<file path="src/rtl/psr_bank.sv">
// psr_bank: banked program-status registers for the execute stage.
//
// Holds the CPSR and one SPSR for each privileged exception mode. It also
// prioritises exception requests, arms each one on its edge, and performs
// SPSR->CPSR restore and MSR field-masked writes. MRS readback is
// combinational.
//
// Status register layout: [SR_W-1:8] flags, [7] I, [6] F, [5] T, [4:0] mode.
//
// Ports
//   clk         core clock
//   reset       asynchronous reset, active low
//   exc_req     level exception requests {FIQ,IRQ,UND,PABT,DABT,SWI}
//   flags_next  new condition flags, loaded when flag_en is set
//   flag_en     load flags_next into the CPSR flags
//   t_next      new Thumb bit, loaded when t_en is set
//   t_en        load t_next into CPSR.T
//   restore     exception return: CPSR <= SPSR of the current mode
//   wr_en       MSR write strobe
//   wr_spsr     MSR target: 0 = CPSR, 1 = current-mode SPSR
//   wr_mask     MSR field mask: [1] flags, [0] control (I,F,T,mode)
//   wr_data     MSR data
//   rd_spsr     MRS select: 0 = CPSR, 1 = current-mode SPSR
//   cpsr        current CPSR (registered)
//   rd_data     MRS data (combinational)
//   exc_taken   one-cycle pulse on exception entry
//   exc_vector  vector offset of the entered exception, valid with exc_taken
module psr_bank #(
    parameter int FLAG_W   = 4,
    parameter int NUM_EXC  = 6,
    parameter int NUM_BANK = 5,
    localparam int SR_W    = FLAG_W + 8
) (
    input  logic               clk,
    input  logic               reset,
    input  logic [NUM_EXC-1:0] exc_req,
    input  logic [FLAG_W-1:0]  flags_next,
    input  logic               flag_en,
    input  logic               t_next,
    input  logic               t_en,
    input  logic               restore,
    input  logic               wr_en,
    input  logic               wr_spsr,
    input  logic [1:0]         wr_mask,
    input  logic [SR_W-1:0]    wr_data,
    input  logic               rd_spsr,
    output logic [SR_W-1:0]    cpsr,
    output logic [SR_W-1:0]    rd_data,
    output logic               exc_taken,
    output logic [4:0]         exc_vector
);

    localparam int BANK_W = $clog2(NUM_BANK);

    localparam logic [4:0] MODE_USR = 5'b10000;
    localparam logic [4:0] MODE_FIQ = 5'b10001;
    localparam logic [4:0] MODE_IRQ = 5'b10010;
    localparam logic [4:0] MODE_SVC = 5'b10011;
    localparam logic [4:0] MODE_ABT = 5'b10111;
    localparam logic [4:0] MODE_UND = 5'b11011;
    localparam logic [4:0] MODE_SYS = 5'b11111;

    localparam int BANK_SVC = 0;
    localparam int BANK_ABT = 1;
    localparam int BANK_UND = 2;
    localparam int BANK_IRQ = 3;
    localparam int BANK_FIQ = 4;

    // Bit position of each request line in exc_req.
    localparam int SRC_SWI  = 0;
    localparam int SRC_DABT = 1;
    localparam int SRC_PABT = 2;
    localparam int SRC_UND  = 3;
    localparam int SRC_IRQ  = 4;
    localparam int SRC_FIQ  = 5;

    localparam int I_BIT = 7;
    localparam int F_BIT = 6;
    localparam int T_BIT = 5;

    // Reset CPSR: flags 0, I=1, F=1, T=0, SVC mode.
    localparam logic [SR_W-1:0] CPSR_RST = {{FLAG_W{1'b0}}, 3'b110, MODE_SVC};

    typedef struct packed {
        logic              vld;
        logic [BANK_W-1:0] idx;
    } bank_sel_t;

    // Maps a mode to its SPSR bank. USR, SYS and unknown modes have no bank.
    function automatic bank_sel_t mode_bank(input logic [4:0] mode);
        bank_sel_t b;
        b.vld = 1'b1;
        b.idx = '0;
        case (mode)
            MODE_SVC: b.idx = BANK_W'(BANK_SVC);
            MODE_ABT: b.idx = BANK_W'(BANK_ABT);
            MODE_UND: b.idx = BANK_W'(BANK_UND);
            MODE_IRQ: b.idx = BANK_W'(BANK_IRQ);
            MODE_FIQ: b.idx = BANK_W'(BANK_FIQ);
            default:  b.vld = 1'b0;
        endcase
        return b;
    endfunction

    function automatic logic mode_legal(input logic [4:0] mode);
        return mode_bank(mode).vld || (mode == MODE_USR) || (mode == MODE_SYS);
    endfunction

    logic [SR_W-1:0]    cpsr_q, cpsr_d;
    logic [SR_W-1:0]    spsr_q [NUM_BANK];
    logic [SR_W-1:0]    spsr_d [NUM_BANK];
    logic [NUM_EXC-1:0] armed_q, armed_d;
    logic               exc_taken_q, exc_taken_d;
    logic [4:0]         exc_vector_q, exc_vector_d;

    logic [NUM_EXC-1:0] elig;
    logic [NUM_EXC-1:0] ent_onehot;
    logic               ent_vld;
    logic [4:0]         ent_mode;
    logic [4:0]         ent_vec;
    bank_sel_t          ent_bank;
    bank_sel_t          cur_bank;

    assign cur_bank = mode_bank(cpsr_q[4:0]);
    assign ent_bank = mode_bank(ent_mode);

    // Exception arbitration. IRQ and FIQ are masked by the current I/F bits.
    always_comb begin
        // NOTE: every signal gets a default before the priority chain, so no
        // path through this block leaves it unassigned and no latch is inferred.
        elig       = exc_req & armed_q;
        ent_onehot = '0;
        ent_vld    = 1'b1;
        ent_mode   = MODE_SVC;
        ent_vec    = 5'h00;
        if (cpsr_q[I_BIT]) elig[SRC_IRQ] = 1'b0;
        if (cpsr_q[F_BIT]) elig[SRC_FIQ] = 1'b0;

        if (elig[SRC_DABT]) begin
            ent_onehot[SRC_DABT] = 1'b1;
            ent_mode = MODE_ABT;
            ent_vec  = 5'h10;
        end else if (elig[SRC_FIQ]) begin
            ent_onehot[SRC_FIQ] = 1'b1;
            ent_mode = MODE_FIQ;
            ent_vec  = 5'h1C;
        end else if (elig[SRC_IRQ]) begin
            ent_onehot[SRC_IRQ] = 1'b1;
            ent_mode = MODE_IRQ;
            ent_vec  = 5'h18;
        end else if (elig[SRC_PABT]) begin
            ent_onehot[SRC_PABT] = 1'b1;
            ent_mode = MODE_ABT;
            ent_vec  = 5'h0C;
        end else if (elig[SRC_UND]) begin
            ent_onehot[SRC_UND] = 1'b1;
            ent_mode = MODE_UND;
            ent_vec  = 5'h04;
        end else if (elig[SRC_SWI]) begin
            ent_onehot[SRC_SWI] = 1'b1;
            ent_mode = MODE_SVC;
            ent_vec  = 5'h08;
        end else begin
            ent_vld = 1'b0;
        end
    end

    // Next-state logic. Only one update class wins per cycle:
    // entry > restore > MSR write > flag_en/t_en.
    always_comb begin
        cpsr_d       = cpsr_q;
        spsr_d       = spsr_q;
        exc_taken_d  = 1'b0;
        exc_vector_d = exc_vector_q;
        // A line re-arms once it is sampled low. The line that is taken
        // disarms, so a request held high enters only once.
        armed_d      = (armed_q | ~exc_req) & ~ent_onehot;

        if (ent_vld) begin
            spsr_d[ent_bank.idx] = cpsr_q;
            cpsr_d[4:0]          = ent_mode;
            cpsr_d[I_BIT]        = 1'b1;
            cpsr_d[T_BIT]        = 1'b0;
            if (ent_onehot[SRC_FIQ]) cpsr_d[F_BIT] = 1'b1;
            exc_taken_d          = 1'b1;
            exc_vector_d         = ent_vec;
        end else if (restore) begin
            if (cur_bank.vld) cpsr_d = spsr_q[cur_bank.idx];
        end else if (wr_en) begin
            if (wr_spsr) begin
                if (cur_bank.vld) begin
                    if (wr_mask[1]) spsr_d[cur_bank.idx][SR_W-1:8] = wr_data[SR_W-1:8];
                    if (wr_mask[0]) spsr_d[cur_bank.idx][7:0]      = wr_data[7:0];
                end
            end else begin
                if (wr_mask[1]) cpsr_d[SR_W-1:8] = wr_data[SR_W-1:8];
                // User mode cannot change the control field. An illegal
                // mode encoding leaves the mode alone but still updates I/F/T.
                if (wr_mask[0] && (cpsr_q[4:0] != MODE_USR)) begin
                    cpsr_d[7:5] = wr_data[7:5];
                    if (mode_legal(wr_data[4:0])) cpsr_d[4:0] = wr_data[4:0];
                end
            end
        end else begin
            if (flag_en) cpsr_d[SR_W-1:8] = flags_next;
            if (t_en)    cpsr_d[T_BIT]    = t_next;
        end
    end

    always_ff @(posedge clk or negedge reset) begin
        if (!reset) begin
            cpsr_q       <= CPSR_RST;
            // NOTE: the SPSR bank is architectural state that software may read
            // straight after reset, so each entry is cleared explicitly.
            for (int b = 0; b < NUM_BANK; b++) spsr_q[b] <= '0;
            armed_q      <= '1;
            exc_taken_q  <= 1'b0;
            exc_vector_q <= 5'h00;
        end else begin
            // NOTE: non-blocking assignments, so every register samples its
            // pre-edge neighbours. The entry SPSR save relies on this to see the old CPSR.
            cpsr_q       <= cpsr_d;
            spsr_q       <= spsr_d;
            armed_q      <= armed_d;
            exc_taken_q  <= exc_taken_d;
            exc_vector_q <= exc_vector_d;
        end
    end

    // MRS readback. An SPSR read from a mode with no bank returns zero.
    always_comb begin
        rd_data = cpsr_q;
        if (rd_spsr) rd_data = cur_bank.vld ? spsr_q[cur_bank.idx] : '0;
    end

    assign cpsr       = cpsr_q;
    assign exc_taken  = exc_taken_q;
    assign exc_vector = exc_vector_q;

endmodule

</file>
<file path="config.mk">
export PLATFORM = sky130hd
export DESIGN_NAME = psr_bank
export DESIGN_NICKNAME = d
export VERILOG_FILES = /design/src/rtl/psr_bank.sv
export SDC_FILE = /design/constraint.sdc
export NUM_CORES = 1
export LEC_CHECK = 0
export BUFFER_PORTS_ARGS = -buffer_cell sky130_fd_sc_hd__buf_2
export CORE_ASPECT_RATIO = 1.5
export CORE_MARGIN = 2
export CORE_UTILIZATION = 50
export DETAILED_ROUTE_END_ITERATION = 12
export GPL_ROUTABILITY_DRIVEN = 0
export GPL_TIMING_DRIVEN = 0
export PLACE_DENSITY_LB_ADDON = 0.3
export SLEW_MARGIN = 25
export SYNTH_ARGS = -nofsm -noshare
export SYNTH_HDL_FRONTEND = slang
export SYNTH_SLANG_ARGS = --single-unit
</file>
<file path="constraint.sdc">
create_clock -name clk -period 7.7 [get_ports clk]
set_clock_uncertainty 0.1 [all_clocks]
set_input_delay 1.155 -clock clk [delete_from_list [all_inputs] [get_ports clk]]
set_output_delay 1.155 -clock clk [all_outputs]
set_load 0.05 [all_outputs]
</file>
# After elaboration in Yosys (flattened, before gate mapping)
# Index checks and enable logic that the tools add are counted.
[classes] multipliers=0 mux=83 bitwise_logic=8 order_cmp=4 div=0 addsub=0 shift=0 n_eq_ne=26 n_reduce_logical=21
[op_table] operator="$mux 60" n=12
[op_table] operator="$bwmux 60" n=3
[op_table] operator="$demux 12 s3" n=3
[op_table] operator="$mux 12" n=9
[op_table] operator="$eq 5x5->1 const B" n=16
[op_table] operator="$mux 4" n=12
[op_table] operator="$bmux 12 s3" n=1
[op_table] operator="$mux 1" n=30
[op_table] operator="$mux 5" n=5
[op_table] operator="$mux 8" n=3
[op_table] operator="$pmux 3 s4" n=2
[op_table] operator="$reduce_and 5->1" n=3
[op_table] operator="$and 6x6->6" n=2
[op_table] operator="$not 6->6" n=2
[op_table] operator="$reduce_and 4->1" n=3
[op_table] operator="$reduce_bool 3->1" n=4
[op_table] operator="$reduce_or 5->1" n=2
[op_table] operator="$ge 4x4->1 const B" n=2
[op_table] operator="$lt 4x1->1 const B" n=2
[op_table] operator="$not 3->4" n=2
[op_table] operator="$ne 3x2->1 const B" n=2
[op_table] operator="$or 6x6->6" n=1
[op_table] operator="$reduce_bool 2->1" n=3
[op_table] operator="$ne 5x5->1 const B" n=1
[op_table] operator="12 further kinds" n=17
[word_totals] latch_bits=0 reg_bits=84 n_memories=0 ram_bits=0 rom_bits=0 inputBits=33

# Depth between registers and ports, before layout
[depth] ltp_word=21 ltp_mapped=8

# Worst setup path after synthesis
# Ideal clock, no wire load.
[synth_timing] path_kind="reg-to-output" startpoint="reg cpsr_q[4], in the netlist cpsr[4]" endpoint="out rd_data[11]" slack_ns=3.505 arrival_ns=2.940 path_buffers=2 t_required_ns=6.445 stages_incl_launch_ff=8 path_cell_list="dfstp_2 > clkbuf_1 > nor3b_2 > and2_1 > clkbuf_1 > a222oi_1 > and3_1 > o22ai_1"
[synth_via] elab_chain_len=8 word_cells_on_any_way=14 classes_between="eq/ne (5); mux (7); bitwise (1); reduce/logical (1)"
[synth_lines] item="start: declaration" line_no="109" text="logic [SR_W-1:0] cpsr_q, cpsr_d;"
[synth_lines] item="start signal: assignment" line_no="222" text="cpsr_q <= cpsr_d;"
[synth_lines] item="$eq 5x5->1" line_no="94" text="case (mode)"
[synth_lines] item="$pmux 3 s4" line_no="94"
[synth_lines] item="$not 3->4 (not written as such)" line_no="233" text="if (rd_spsr) rd_data = cur_bank.vld ? spsr_q[cur_bank.idx] : '0;"
[synth_lines] item="$bmux 12 s3" line_no="233"
[synth_lines] item="$mux 12 (not written as such) (2 in a row)" line_no="233"
[synth_lines] item="$mux 12 (*) (2 in a row)" line_no="233"
[synth_lines] item="end: declaration" line_no="48" text="output logic [SR_W-1:0] rd_data,"
# Mark *: on every way between the ends. The rest lies on a longest branch, timed or not. The select of a mux whose other input is x is not followed.

# Final worst setup path
# Ends and elaborated chain as after synthesis.

==> summary.txt <==
Outcome
  • Status: completed

Setup path
  • Worst Setup Start Kind: register
  • Critical path endpoint category: output port
  • Max FO, Critical Path: 10
  • Crit path buf inv count: 3
  • Crit-path leading delay family: simple AND/OR/NAND/NOR gates
  • Slowest CP cell: nor3b_2
  • R2r setup slk: 4.26 ns
  • Critical path class: reg2out
  • Worst EP required: 6.44 ns
  • Crit path top cell by count: clkbuf_1
  • Critical path's largest stage delay: 0.66 ns
  • Reg2reg end: spsr_q[52]
  • Critical path cell sequence: clkbuf_1 > nor3b_2 > and2_1 > clkbuf_1 > a222oi_1 > and3_1 > o22ai_1 > buf_2
  • R2r startpoint: cpsr[4]
  • R2R depth: 7
  • Critical path arrival: 3.71 ns

STA
  • Setup TNS: 0 ns
  • Slew @ Worst Pin: 1.040 ns
  • Final min period: 4.965 ns
  • Fmax: 0.2014 GHz
  • Endpoints failing hold: 0
  • Final setup vio count: 0
  • Slew Viols, Final: 0
  • Slew headroom: 0.3011
  • Tcrit/Tclk final: 0.6448
  • RSZ-0062 raised after global routing: no

Drt
  • Vias: 5255
  • Post-route ant nets: 0
  • Residual DRC count: 0
  • Drt wl/cell: 24.70 um
  • DRT iter0 DRCs: 870
  • Detailed Route WL: about 18 mm
  • DRT Pass-1 Iters: 5
  • Vias/cell: 7.248

Pwr
  • Maximum VDD drop: 0.0002762 V
  • Reg power frac: 0.314
  • LEAKAGE: 0.002440 uW
  • Sw power: 1129 uW
  • P_int: ~1300 uW
  • Net Sw Frac: 0.4735
  • Comb pwr share: 0.504
  • Clock share of power: 0.183
  • Pwr Density: 419.5 mW/mm^2

Synthesis
  • Yosys warning total: 0
  • Commonest cells in the netlist: dfrtp_1, nand2_1, nor2_1, o21ai_0, nand3_1
  • Ys flop type: dfrtp_1
  • Syn Inst Count: about 540
  • Number of enable flip-flop cells after synthesis: 0
  • Post-Synthesis Cell Area: 0.004926 mm^2
  • Flops & latches, synth: slightly above 80
  • Area leader, netlist: dfrtp_1
  • Cell with the most instances after synthesis: dfrtp_1
  • Library cells used by synthesis: 65
  • Register area share after synthesis: 0.4194
  • Synth Area per Inst: between 9 and 10 um^2
  • Top cells by area, synth: dfrtp_1, dfstp_2, nand2_1
  • Yosys top cell area share: 0.3607
  • Async SR Flop Fraction: 1.000

Final layout
  • P&R area growth vs syn: 15.44%
  • Area of the multi-input gates: around 0.0027 mm^2
  • Antenna Cells: 0
  • Layout cell share with drive strength beyond 1: 0.2000
  • Nets: 639
  • Final core occ: 0.5903
  • Fill cell count: 850
  • Register area: a little over 0.002 mm^2

Min path
  • Hold path endpoint: armed_q[4]
  • Hold Path Class: reg2reg
  • Worst hold start: armed_q[4]
  • Hold path depth: 2

Global routing
  • First-pass GRT wire length: 28.30 mm
  • Initial antenna violation count: 0
  • Vias in the first global route: 5181
  • Gr ovfl total: 0
  • Total track usage: 0.3461
  • Largest net degree at the start of global routing: 50

Placed design
  • Count of input and output buffers: 56
  • Detail Placement HPWL: 12.90 mm

Flow run
  • Max_cap viols: 0

Clocking
  • Postcts setup bufs: 0
  • Root buf cell: clkbuf_16
  • Clk sink count: 82
  • Post-CTS Hold Buffers: 0
  • CTS tree: done
  • # H-tree levels: 3
  • Post-CTS Resized: 0
  • Clock buffer depth: 2
  • Worst-skew pair later-pin latency: 0.35 ns
  • Reg clk slew, reported paths: 0.06 ns
  • Cts bufs inserted: 9

Die
  • Die area: roughly 0.011 mm^2
  • Core footprint: 0.009634 mm^2
  • Die Y: around 130 um
  • Die Wd: 85.04 um
  • Num rows: 44
  • IO Count: 63
  • Initial Util: 0.5113
how the worst max path moves through the flow:
stage                       start           to  slack [ns]  cells after the start
final                     cpsr[4]  rd_data[11]        2.73                      8
after global routing      cpsr[4]  rd_data[11]        2.68                      8
after CTS                 cpsr[4]  rd_data[11]        2.90                      8
after detailed placement  cpsr[4]  rd_data[11]        3.28                      8
after global placement    cpsr[4]  rd_data[11]        3.28                      8
after floorplan           cpsr[4]  rd_data[11]        3.51                      7
flip-flops by register name, summed over array words and instances, names as in the netlist:
| name | cells |
|---|---|
| spsr_q | 60 |
| cpsr | 12 |
| armed_q | 6 |
| exc_vector | 3 |
| exc_taken | 1 |
metal layers:
layer	track usage	routed length, um	vias to the layer above
li1	-	-	2211
met5	0	0	-
met3	0.07063	1882	118
met1	0.4128	6052	2496
met4	0.2698	1700	0
met2	0.5372	8273	430
cell families (layout without fill, tap and decap cells):
kind of cell,after synthesis,after routing,share of synthesized area
other cells,1,2,0.0007613
flops,82,82,0.4194
compound gates,200,200,0.3160
mux,18,18,0.04064
simple gates,181,181,0.1786
buf+inv,55,127,0.04470
power by group through the flow:
stage	logic [uW]	clock network (uW)	registers [uW]
floorplan	768	0	797
finish	1200	435	749
CTS	1170	435	740
global placement	1140	0	736
global route	1270	453	763
detailed placement	1160	0	745
worst reg2reg max path, stage by stage (launching register included):
cell,delay [ns]
dfstp_2,0.55
clkbuf_1,0.44
nor3b_2,0.66
nand4_1,0.17
a21oi_1,0.68
clkbuf_1,0.54
nor2_1,0.09
a21oi_1,0.14
cell type report:
| type | instances | area share |
|---|---|---|
| multi-input combinational | 401 | 0.4664 |
| sequential | 82 | 0.3633 |
| timing repair buffer | 57 | 0.05457 |
| clock buffer | 10 | 0.04202 |
| tap | 115 | 0.02530 |
| buffer | 34 | 0.02486 |
| inverter | 21 | 0.01386 |
| clock inverter | 5 | 0.009681 |
placed cells by master, fill, tap and decap left out, types with 4 or more instances in the layout:
master	count
dfrtp_1	71
buf_2	57
nand2_1	55
nor2_1	36
o21ai_0	33
nand3_1	29
clkbuf_1	27
a21oi_1	23
inv_1	19
a221o_1	17
mux2_2	16
and3_1	12
a2bb2oi_1	12
dfstp_2	11
nor2b_1	10
o22ai_1	10
a211oi_1	10
nor3_1	9
o21a_1	9
clkbuf_16	9
a222oi_1	8
o2bb2ai_1	8
nand4_1	8
o32a_1	8
and2_1	7
a31o_2	7
a221oi_1	6
a32oi_1	6
buf_4	4
a21oi_2	4
per-stage QoR:
stage          hold slack, ns  total power (uW)  cell area [um^2]  cells  worst slack, ns
2_1_floorplan          0.3463              1565              4930    538            3.505
3_3_place_gp           0.3538              1879              5354    709            3.278
3_5_place_dp           0.3618              1906              5388    710            3.280
4_1_cts                0.3712              2343              5682    725            2.904
5_1_grt                0.3980              2487              5687    725            2.679
6_report               0.3713              2385              5687    725            2.735
(Power assumes the default switching activity.)
